[config.mk]
export PLATFORM = sky130hd
export DESIGN_NAME = pipeline_stage_regs
export DESIGN_NICKNAME = d
export VERILOG_FILES = /design/src/rtl/pipeline_stage_regs_pkg.sv /design/src/rtl/pipeline_stage_regs_pipe_reg.sv /design/src/rtl/pipeline_stage_regs.sv
export SDC_FILE = /design/constraint.sdc
export NUM_CORES = 1
export LEC_CHECK = 0
export BUFFER_PORTS_ARGS = -buffer_cell sky130_fd_sc_hd__buf_2
export CORE_AREA = 8 8 165 167
export CTS_CLUSTER_DIAMETER = 80
export DETAILED_ROUTE_END_ITERATION = 10
export DIE_AREA = 0 0 173 175
export PLACE_DENSITY = 0.71
export SLEW_MARGIN = 10
export SYNTH_ARGS = -nofsm -noshare
export SYNTH_HDL_FRONTEND = slang
export SYNTH_SLANG_ARGS = --single-unit
[constraint.sdc]
create_clock -name clk -period 22.4 [get_ports clk]
set_input_delay 4.48 -clock clk [delete_from_list [all_inputs] [get_ports clk]]
set_output_delay 4.48 -clock clk [all_outputs]
set_load 0.05 [all_outputs]
[src/rtl/pipeline_stage_regs_pkg.sv]
// Shared constants and types for the PC / IF-ID / ID-EX register slice.
//   CTRL_W        width of the packed decode control bundle
//   CTRL_*        bit positions inside the control bundle
//   ctrlT         struct view of the control bundle
//   NOP_INSTR     instruction word placed in decode on a flush
//   RESET_PC_DEF  default PC after reset
package pipeline_stage_regs_pkg;

   localparam int unsigned CTRL_W  = 8;
   localparam int unsigned INSTR_W = 32;
   localparam int unsigned REG_W   = 5;

   // {RegWrite, MemtoReg[1:0], MemWrite, ALUControl[2:0], ALUSrc}
   localparam int unsigned CTRL_REGWRITE    = 7;
   localparam int unsigned CTRL_MEMTOREG_HI = 6;
   localparam int unsigned CTRL_MEMTOREG_LO = 5;
   localparam int unsigned CTRL_MEMWRITE    = 4;
   localparam int unsigned CTRL_ALUCTRL_HI  = 3;
   localparam int unsigned CTRL_ALUCTRL_LO  = 1;
   localparam int unsigned CTRL_ALUSRC      = 0;

   typedef struct packed {
      logic       regWrite;
      logic [1:0] memtoReg;
      logic       memWrite;
      logic [2:0] aluControl;
      logic       aluSrc;
   } ctrlT;

   localparam logic [INSTR_W-1:0] NOP_INSTR    = 32'h0000_0000;
   localparam logic [31:0]        RESET_PC_DEF = 32'h0000_0000;

endpackage

[src/rtl/pipeline_stage_regs_pipe_reg.sv]
// Generic pipeline register with enable and synchronous clear.
//   clk, reset  clock and asynchronous active-high reset (clears q)
//   en          load enable; when low q holds (clear is ignored too)
//   clr         when enabled, load zero instead of d
//   d, q        data in / registered data out
module pipe_reg #(
   parameter int unsigned W = 8
) (
   input  logic         clk,
   input  logic         reset,
   input  logic         en,
   input  logic         clr,
   input  logic [W-1:0] d,
   output logic [W-1:0] q
);

   always_ff @(posedge clk or posedge reset) begin
      if (reset)    q <= '0;
      else if (en)  q <= clr ? '0 : d;
   end

endmodule

[src/rtl/pipeline_stage_regs.sv]
// PC, IF/ID and ID/EX pipeline registers for the 5-stage core, driven by the
// hazard unit (StallF/StallD/FlushE) and the decode-stage branch (PCSrcD).
// Also counts stall cycles and inserted flushes/bubbles (saturating).
//   Inputs : clk, reset, StallF, StallD, FlushE, PCSrcD, PCBranchD, InstrF,
//            CtrlD, RD1D, RD2D, RsD, RtD, RdD, SignImmD
//   Outputs: PCF, InstrD, PCPlus4D, ValidD, CtrlE, RD1E, RD2E, RsE, RtE,
//            RdE, SignImmE, ValidE, StallCount, FlushCount
module pipeline_stage_regs #(
   parameter int unsigned    WIDTH    = 32,
   parameter int unsigned    CTRL_W   = pipeline_stage_regs_pkg::CTRL_W,
   parameter int unsigned    CNT_W    = 16,
   parameter logic [WIDTH-1:0] RESET_PC = WIDTH'(pipeline_stage_regs_pkg::RESET_PC_DEF)
) (
   input  logic              clk,
   input  logic              reset,
   input  logic              StallF,
   input  logic              StallD,
   input  logic              FlushE,
   input  logic              PCSrcD,
   input  logic [WIDTH-1:0]  PCBranchD,
   input  logic [31:0]       InstrF,
   input  logic [CTRL_W-1:0] CtrlD,
   input  logic [WIDTH-1:0]  RD1D,
   input  logic [WIDTH-1:0]  RD2D,
   input  logic [4:0]        RsD,
   input  logic [4:0]        RtD,
   input  logic [4:0]        RdD,
   input  logic [WIDTH-1:0]  SignImmD,
   output logic [WIDTH-1:0]  PCF,
   output logic [31:0]       InstrD,
   output logic [WIDTH-1:0]  PCPlus4D,
   output logic              ValidD,
   output logic [CTRL_W-1:0] CtrlE,
   output logic [WIDTH-1:0]  RD1E,
   output logic [WIDTH-1:0]  RD2E,
   output logic [4:0]        RsE,
   output logic [4:0]        RtE,
   output logic [4:0]        RdE,
   output logic [WIDTH-1:0]  SignImmE,
   output logic              ValidE,
   output logic [CNT_W-1:0]  StallCount,
   output logic [CNT_W-1:0]  FlushCount
);
   import pipeline_stage_regs_pkg::*;

   localparam int unsigned IFID_W = 1 + WIDTH + INSTR_W;
   localparam int unsigned IDEX_W = 1 + CTRL_W + 3 * WIDTH + 3 * REG_W;

   logic [WIDTH-1:0]  pcPlus4F;
   logic              flushD;
   logic [IFID_W-1:0] ifidD, ifidQ;
   logic [IDEX_W-1:0] idexD, idexQ;
   logic [1:0]        flushInc;
   logic [CNT_W:0]    flushSum;

   // PC+4 wraps modulo 2^WIDTH
   assign pcPlus4F = PCF + WIDTH'(4);

   // Fetch PC
   always_ff @(posedge clk or posedge reset) begin
      if (reset)        PCF <= RESET_PC;
      else if (!StallF) PCF <= PCSrcD ? PCBranchD : pcPlus4F;
   end

   // IF/ID: a stall holds even a taken branch, since the branch may have
   // been resolved on stale operands; a cleared slot reads as NOP / invalid
   assign flushD = PCSrcD & ~StallD;
   assign ifidD  = {1'b1, pcPlus4F, InstrF};

   pipe_reg #(.W(IFID_W)) u_ifid (
      .clk   (clk),
      .reset (reset),
      .en    (~StallD),
      .clr   (flushD),
      .d     (ifidD),
      .q     (ifidQ)
   );

   assign {ValidD, PCPlus4D, InstrD} = ifidQ;

   // ID/EX never stalls; a flush zeroes the control bundle so the bubble
   // cannot write the register file or memory
   assign idexD = {ValidD, CtrlD, RD1D, RD2D, RsD, RtD, RdD, SignImmD};

   pipe_reg #(.W(IDEX_W)) u_idex (
      .clk   (clk),
      .reset (reset),
      .en    (1'b1),
      .clr   (FlushE),
      .d     (idexD),
      .q     (idexQ)
   );

   assign {ValidE, CtrlE, RD1E, RD2E, RsE, RtE, RdE, SignImmE} = idexQ;

   // Flush events this cycle: decode flush and/or execute bubble
   assign flushInc = 2'(flushD) + 2'(FlushE);
   assign flushSum = {1'b0, FlushCount} + (CNT_W + 1)'(flushInc);

   // Saturating performance counters
   always_ff @(posedge clk or posedge reset) begin
      if (reset) begin
         StallCount <= '0;
         FlushCount <= '0;
      end else begin
         if (StallD && (StallCount != {CNT_W{1'b1}}))
            StallCount <= StallCount + CNT_W'(1);
         FlushCount <= flushSum[CNT_W] ? {CNT_W{1'b1}} : flushSum[CNT_W-1:0];
      end
   end

endmodule
### Word level (Yosys, flattened, before mapping)

Cells that the tools add are included.
Widths: inputs -> output; s select.

* register bits: 249
* output and inout port bits: 249
* logic and storage cells: 17

* add/subtract/negate cells: 4
* equality and inequality tests: 1
* multiplexer cells: 4
* bitwise operators: 2
* reductions and logical operators: 1

Operators by type and width (count)
* $mux 120: 1
* $mux 65: 1
* $add 32x3->32 const B: 1
* $mux 32: 1
* $add 16x2->17: 1
* $add 16x1->16 const B: 1
* $mux 16: 1
* $ne 16x16->1 const B: 1
* $add 1x1->2: 1
* $and 1x1->1: 1
* $logic_and 1x1->1: 1
* $not 1->1: 1

### Longest topological paths before layout

Gate-level depths: netlist of the first run.

* depth after elaboration: 5
* mapped depth: 14
* mapped depth without buffers: 11

### Modules after synthesis

Synthesis of the first run repeated with hierarchy kept, for this count alone.

* cell total of the unflattened synthesis: 868
* area total of the unflattened synthesis: 10795.4 µm²

Modules (own cells, without submodules)
* pipe_reg at u_idex: instances 1, cells an instance 270, area each 4342.9 µm², seq. area each 3002.9 µm²
* pipeline_stage_regs: instances 1, cells an instance 450, area each 4098.9 µm², seq. area each 1601.5 µm²
* pipe_reg at u_ifid: instances 1, cells an instance 148, area each 2353.5 µm², seq. area each 1626.6 µm²

### Worst setup path before layout of the first run

OpenSTA, ideal clock, no wires.

* path kind: input-to-reg
* from: in PCSrcD
* to: reg FlushCount[11]
* setup time: 0.083 ns
* arrival: 6.845 ns
* required time: 22.317 ns
* setup slack: 15.473 ns
* cell stages on the path: 14
* path buffers: 4
* path through: clkbuf_1 clkbuf_1 nand2_1 xnor2_1 ha_1 inv_1 nand2_1 ha_1 and2_1 clkbuf_1 nand3_1 or3_1 clkbuf_1 o21ai_0

* cells in the longest elaborated chain, start to end: 4

RTL lines
* from (decl): RTL line pipeline_stage_regs.sv:19 `input logic PCSrcD,`
* $and 1x1->1: RTL line pipeline_stage_regs.sv:67 `assign flushD = PCSrcD & ~StallD;`
* $add 1x1->2: RTL line pipeline_stage_regs.sv:97 `assign flushInc = 2'(flushD) + 2'(FlushE);`
* $add 16x2->17: RTL line pipeline_stage_regs.sv:98 `assign flushSum = {1'b0, FlushCount} + (CNT_W + 1)'(flushInc);`
* $mux 16: RTL line pipeline_stage_regs.sv:108 `FlushCount <= flushSum[CNT_W] ? {CNT_W{1'b1}} : flushSum[CNT_W-1:0];`
* to (signal assigned): RTL line pipeline_stage_regs.sv:108
* to (decl): RTL line pipeline_stage_regs.sv:42 `output logic [CNT_W-1:0] FlushCount`

No other way between the ends.
A chain may end at the register's enable or synchronous reset.

### Final worst setup path of the first run

* from: in StallD
* to: reg FlushCount[2]

* cells in the longest elaborated chain, start to end: 5

RTL lines
* from (decl): RTL line pipeline_stage_regs.sv:17 `input logic StallD,`
* $not 1->1
* $and 1x1->1: RTL line pipeline_stage_regs.sv:67
* $add 1x1->2: RTL line pipeline_stage_regs.sv:97
* $add 16x2->17: RTL line pipeline_stage_regs.sv:98
* $mux 16: RTL line pipeline_stage_regs.sv:108

No other way between the ends.

==> impl_results.md, run 1 <==
- Distinct cells, synth: 61
- End-of-flow core utilization: 54.7%
- Initial DRC count: 588
- Seq/Total Area, Yosys: 61.4%
- Max IR drop VDD: 0.0608 mV
- Initial Util: 41.1%
- Die area: 30300 um^2
- Post-DR vias/cell: 5.20
- Switching Share: 35.9%
- FP Rows: 58
- Pre-CTS WS: 14.74 ns
- Fin worst setup slack: 15.31 ns
- Setup TNS Final: 0 ns
- Number of buffers created by CTS: 27
- Synthesis-stage register bit count: 249
- Post-CTS setup buffers: 0
- Ratio of cells with drive above 1 in the final layout: 38.5%
- Mapped Area: 10100 um^2
- Slew headroom: 35.9%
- Area growth syn-to-layout: 33.0%
- Crit path time final: 7.09 ns
- Global-route wire length before repair: 52400 um
- WL per Instance: 20.6 um
- Setup crit start kind: input port
- Final setup violation count: 0
- Largest net degree at the start of global routing: 117
- Post-route antenna net violation count: 0
- Top Ports: 438
- Vias in the first global route: 8959
- First-pass iteration count of the detailed router: 5
- Gate power share: 25.0%
- Clock latency on the worst-skew pair: 0.54 ns
- Switching pwr: 475 uW
- Post-synth EDFFs: 0
- Number of port buffers: 437
- Drt drc: 0
- Die width: 173 um
- Final HPWL DP: 24800 um
- Lkg Pwr: 0.00689 uW
- Maximum fanout along the worst path: 82
- Drt total wl: 33900 um
- Status: finished clean
- Asr flop ratio synth: 100%
- Hold Buf Count CTS: 0
- Synth Area per Inst: 11.5 um^2
- Top_reg_cell synth: dfrtp_1
- Hold crit path type: register to register
- Tightest Pin Transition: 0.959 ns
- Clock transition at path regs: 0.06 ns
- Clock network fraction of design power: 34.0%
- Clock sinks: 249
- Fin. Hold Viols: 0
- CORE AREA: 24700 um^2
- Max Root-Sink Buffers: 3
- Grt ovf: 0
- Final Wtd Congestion: 0.829
- Max-slew violations: 0
- CTS tree: done
- YS warnings: 0
- Post-Syn Instances: 882
- Max-cap violations: 0
- GRT Resource Usage Total: 21.4%
- Skew final: 0.0140 ns
- Chip height: 175 um
- CTS HTree Levels: 1
- WHS: 0.485 ns
- CP endpoint kind: register
- Clock root buffer: clkbuf_16
- Max Freq: 141 MHz
- CP arrival: 7.54 ns
- Via count: 8551
- Initial antenna violation count: 6
- Fin crit share: 31.6%
- Share of power burned in registers: 41.0%
- Fin nets: 1484
- Unrepaired setup endpoints after global routing: false
- Net count after synthesis: 1075
- Critical path type: input port to register
- CP Data Required Time: 22.85 ns
- Internal Pwr Total: 846 uW
- Pwr Density: 97.9 nW/um^2
- Gates resized, CTS repair: 0
==> layer usage <==
layer  vias to the layer above  track usage, %  share of wire [%]
met4                         4            5.57                2.3
met1                      4148            24.7                 39
met3                        56            8.37                 10
met5                         -               0              0.068
li1                       3953               -                  -
met2                       390            36.7                 49
==> registers in the layout, indices dropped and copies added (netlist names) <==
name and count:
u_ifid.q 65, u_idex.q 120, FlushCount 16, PCF 32
StallCount 16
==> cell usage after synthesis (4+ instances only) <==
cell type	count	area, um^2
o311ai_1	4	35.0
a211oi_1	6	45.0
clkbuf_1	55	206
a21oi_1	11	55.1
nand2_1	61	229
a22o_1	35	307
inv_1	16	60.1
nand3_1	23	115
xnor2_1	14	123
and4_1	5	43.8
nor3_1	11	55.1
nor4_1	19	119
nand4_1	19	119
o21ai_0	28	140
ha_1	4	50.1
and3_1	10	62.6
buf_2	7	35.0
a221o_1	11	110
or3_1	6	37.5
a22oi_1	23	173
nor2b_1	121	757
and2_1	9	56.3
mux2_2	6	67.6
dfrtp_1	249	6230
nor2_1	33	124
o311ai_0	12	105
xor2_1	20	175
o211ai_1	11	82.6
==> critical path, cell delays in order <==
cell and delay [ns]:
buf_2 0.07, buf_4 0.64, inv_1 0.29, nand2_1 0.15, xnor2_1 0.12, ha_1 0.23
inv_1 0.08, nand2_1 0.07, ha_1 0.17, and2_1 0.23, nand3_1 0.20, or3_1 0.61
o21ai_0 0.17
==> path summary, 6_finish.rpt <==
check                             startpoint             to  slack [ns]  cells past startpoint
max in group asynchronous              reset   u_idex.q[45]       16.78                      3
worst max-delay path                  StallD  FlushCount[2]       15.31                     13
min in group asynchronous              reset   u_idex.q[40]        4.07                      2
worst min-delay path            u_ifid.q[36]   u_ifid.q[36]        0.49                      2
worst max register to register        PCF[2]        PCF[20]       19.82                      5
worst min register to register  u_ifid.q[36]   u_ifid.q[36]        0.49                      2
==> power by group through the flow <==
stage,Combinational [uW],Sequential (uW),Clock (uW)
2_1_floorplan,88.4,689,0
3_3_place_gp,330,547,0
3_5_place_dp,333,548,0
4_1_cts,334,541,459
5_1_grt,350,547,476
6_report,330,541,450
==> logic make-up after synthesis <==
kind of cell    after synthesis  share of synthesized area [%]
compound gates              170                           12.7
xor+xnor                     34                           2.94
fa+ha+maj                     4                          0.493
buf+inv                      81                           3.16
flops                       249                           61.4
mux                           6                          0.666
simple gates                338                           18.6
==> cells in the final DEF, fill, tap and decap left out, types with 5 or more instances in the layout <==
cell type,instances
or3_1,6
buf_4,9
dfrtp_1,249
buf_2,436
clkinv_2,5
nor3_1,11
nand3_1,23
and4_1,5
xnor2_1,14
nor2b_1,121
a22oi_1,23
a221o_1,11
xor2_1,20
o211ai_1,11
mux2_2,6
o311ai_0,12
clkbuf_1,7
o21ai_0,28
a211oi_1,6
inv_1,15
nand4_1,19
nor4_1,17
nand2_1,61
a21oi_1,11
a22o_1,35
and3_1,10
and2_1,9
nor2_1,32
clkbuf_8,7
clkbuf_16,27
==> final cells by class <==
class	count	area (um^2)
timing repair buffer	445	2250
sequential	249	6230
fill	2154	11200
tap	330	413
inverter	16	67.6
clock buffer	41	798
antenna	3	7.51
multi-input combinational	552	3610
clock inverter	9	103
==> metrics by stage <==
| step | instances | total power (uW) | instance area [um^2] |
|---|---|---|---|
| 3_3_place_gp | 1592 | 876 | 12600 |
| 6_report | 1645 | 1320 | 13500 |
| 2_1_floorplan | 882 | 777 | 10100 |
| 5_1_grt | 1644 | 1370 | 13500 |
| 3_5_place_dp | 1592 | 881 | 12600 |
| 4_1_cts | 1642 | 1330 | 13500 |
No activity file was read; power rests on OpenSTA's default activity.
==> run 2, diff against run 1 <==
- ABC_AREA: not set -> 1
- CORE_AREA: 8 8 165 167 -> not set
- CORE_ASPECT_RATIO: not set -> 0.9
- CORE_MARGIN: not set -> 8
- CORE_UTILIZATION: not set -> 43
- DIE_AREA: 0 0 173 175 -> not set
- PLACE_DENSITY: 0.71 -> 0.76
- clock period: 22.4 -> 5.8 ns (I/O delays scaled with it)
==> impl_results.md, run 2 <==
- Status: finished clean
- Top post-synthesis cells by area: dfrtp_1 61%, nand2_1 9.8%, inv_1 6.6%
- Endpoint, Worst Hold: u_ifid.q[58]
- Met2 usage in global routing: 36.1%
- Crit path time final: 2.93 ns
- Fill cell count: 2053
- Setup TNS Final: 0 ns
- CTS tree: done
- Max reg flops: 120
- Die width: 179 um
- Max incr delay on CP: 0.98 ns
- YS warnings: 0
- Fin cells: 1898
- Biggest register: u_idex.q
- Distinct cells, synth: 35
- Synth Area per Inst: 9.02 um^2
- Number of buffers created by CTS: 27
- Setup crit start kind: input port
- Critical R2R Capture: FlushCount[2]
- Post-DR vias/cell: 4.77
- GRT Resource Usage Total: 22.1%
- Worst r2r path cells: 11
- Clock sinks: 249
- Tightest Pin Transition: 1.16 ns
- R2r startpoint: FlushCount[0]
- Busiest grt layer: met2
- Initial Util: 43.9%
- Die area: 29100 um^2
- Yosys top cell area share: 60.6%
- CORE AREA: 23400 um^2
- Maximum fanout along the worst path: 67
- FP Rows: 53
- Final setup violation count: 0
- Placed cell areas: 12800 um^2
- Chip height: 163 um
- CP arrival: 3.37 ns
- Initial antenna violation count: 4
- Drt total wl: 33300 um
- Post-Syn Instances: 1140
- Most common cell in the synthesized netlist: nand2_1
- Lkg Pwr: 0.00785 uW
- Final HPWL DP: 25600 um
- Max-slew violations: 0
- Seq/Total Area, Yosys: 60.6%
- Commonest non-fill, non-tap cells in the layout: 436 x buf_2, 268 x nand2_1, 249 x dfrtp_1
- Max-cap violations: 0
- Mapped Area: 10300 um^2
- Vias in the first global route: 9143
- Largest registers: u_idex.q: 120 flops, u_ifid.q: 65 flops, PCF: 32 flops
- Cell area after layout: 13700 um^2
- Post-CTS setup buffers: 0
- Top Ports: 438
- Fin nets: 1770
- Post-synth EDFFs: 0
- Hold path cells: 2
- FF-to-FF setup slack: 3.64 ns
- Slew headroom: 22.7%
- Fin. Hold Viols: 0
- Initial DRC count: 720
- Critical path type: input port to register
- Drt drc: 0
- Final Wtd Congestion: 0.974
- GR Util met3: 8.44%
- Top_reg_cell synth: dfrtp_1
- Post-route antenna net violation count: 0
- Via count: 9058
- Hold Buf Count CTS: 0
- Number of port buffers: 437
- Clock root buffer: clkbuf_16
- Most instantiated cells after synthesis: 268 x nand2_1, 249 x dfrtp_1, 180 x inv_1
- Placed Cells incl. Taps: 1850
- Unrepaired setup endpoints after global routing: false
- Global-route wire length before repair: 51000 um
- First-pass iteration count of the detailed router: 5
- Synthesis-stage register bit count: 249
- Worst path slowest cell: nor2_4
- Cell accounting for the most synthesized area: dfrtp_1
- CP endpoint kind: register
- Max IR drop VDD: 0.272 mV
- Met1 usage in global routing: 27.1%
- WL per Instance: 17.6 um
- Largest net degree at the start of global routing: 121
- Worst Hold Launch: u_ifid.q[58]
- Skew final: 0.0181 ns
- Net count after synthesis: 1333
- CP Cell Sequence: buf_2 -> buf_4 -> nor2_4 -> inv_1 -> o21ai_0
- Clock latency on the worst-skew pair: 0.52 ns
- Grt ovf: 0
- Max Root-Sink Buffers: 3
- Max Freq: 341 MHz
- Most common cell after layout, fill and taps aside: buf_2
- Diode count: 0
- Fin crit share: 50.6%
- Ratio of cells with drive above 1 in the final layout: 32.3%
- CTS HTree Levels: 1
- CP Data Required Time: 6.23 ns
- Gates resized, CTS repair: 0
- Clock transition at path regs: 0.06 ns
- Area growth syn-to-layout: 32.8%
- Pwr Density: 366 nW/um^2
- Asr flop ratio synth: 100%
- Hold crit path type: register to register
[run 2: cell types whose count changed in the layout (fill, tap and decap cells not counted), sizes merged, moves of 14 or more]
cell / change
a22oi: -23
inv: +164
nand2: +211
nand3: +31
nor2: +149
nor2b: -121
nor4: -19
o21ai: +14
o311ai: -16
[run 2: area by class of cell]
| cell class | instances | area [um^2] | share of cell area (%) |
|---|---|---|---|
| Clock inverter | 10 | 115 | 0.842 |
| Inverter | 183 | 693 | 5.07 |
| Timing Repair Buffer | 444 | 2240 | 16.4 |
| Clock buffer | 38 | 787 | 5.76 |
| Multi-Input combinational cell | 672 | 3220 | 23.6 |
| Tap cell | 302 | 378 | 2.77 |
| Sequential cell | 249 | 6230 | 45.6 |
[run 2: per-stage QoR]
stage	power (uW)	hold WS [ns]	setup slack, ns	util, %
after CTS	5050	0.481	2.85	58.4
after global routing	5220	0.506	2.64	58.4
after global placement	3300	0.461	2.38	54.5
after floorplan	2930	0.745	1.37	-
after detailed placement	3310	0.462	2.30	54.5
final	5000	0.472	2.87	58.4
[run 2: worst max-delay path by stage]
stage / from / endpoint / slack [ns]
2_1_floorplan: reset / FlushCount[0] / 1.37
3_3_place_gp: StallD / u_ifid.q[43] / 2.38
3_5_place_dp: StallD / u_ifid.q[40] / 2.30
4_1_cts: StallD / u_ifid.q[40] / 2.85
5_1_grt: StallD / u_ifid.q[32] / 2.64
6_report: StallD / u_ifid.q[40] / 2.87
[run 2: per-layer routing]
layer,vias up,routed length (um)
li1,4383,-
met1,4187,12800
met2,418,15600
met3,64,4030
met4,6,858
met5,-,32
[run 2: cells by family after synthesis]
| group | share of synthesized area (%) |
|---|---|
| AO/OA/AOI/OAI | 6.13 |
| XOR/XNOR | 2.30 |
| adder cells (fa/ha/maj) | 0.487 |
| buffers and inverters | 8.19 |
| flip-flops | 60.6 |
| AND/OR/NAND/NOR | 22.3 |
[run 2: critical path: cells and delay by family]
kind | cells | cell delay, ns
AND/OR/NAND/NOR | 1 | 0.98
buffers and inverters | 3 | 0.90
AO/OA/AOI/OAI | 1 | 0.28
[run 2: power by group]
group          internal (uW)  total [uW]  leakage, uW  switching, uW
registers               1900        2040      0.00322            145
logic                    291        1230      0.00419            942
clock network           1030        1730     0.000437            696
total                   3220        5000      0.00785           1780
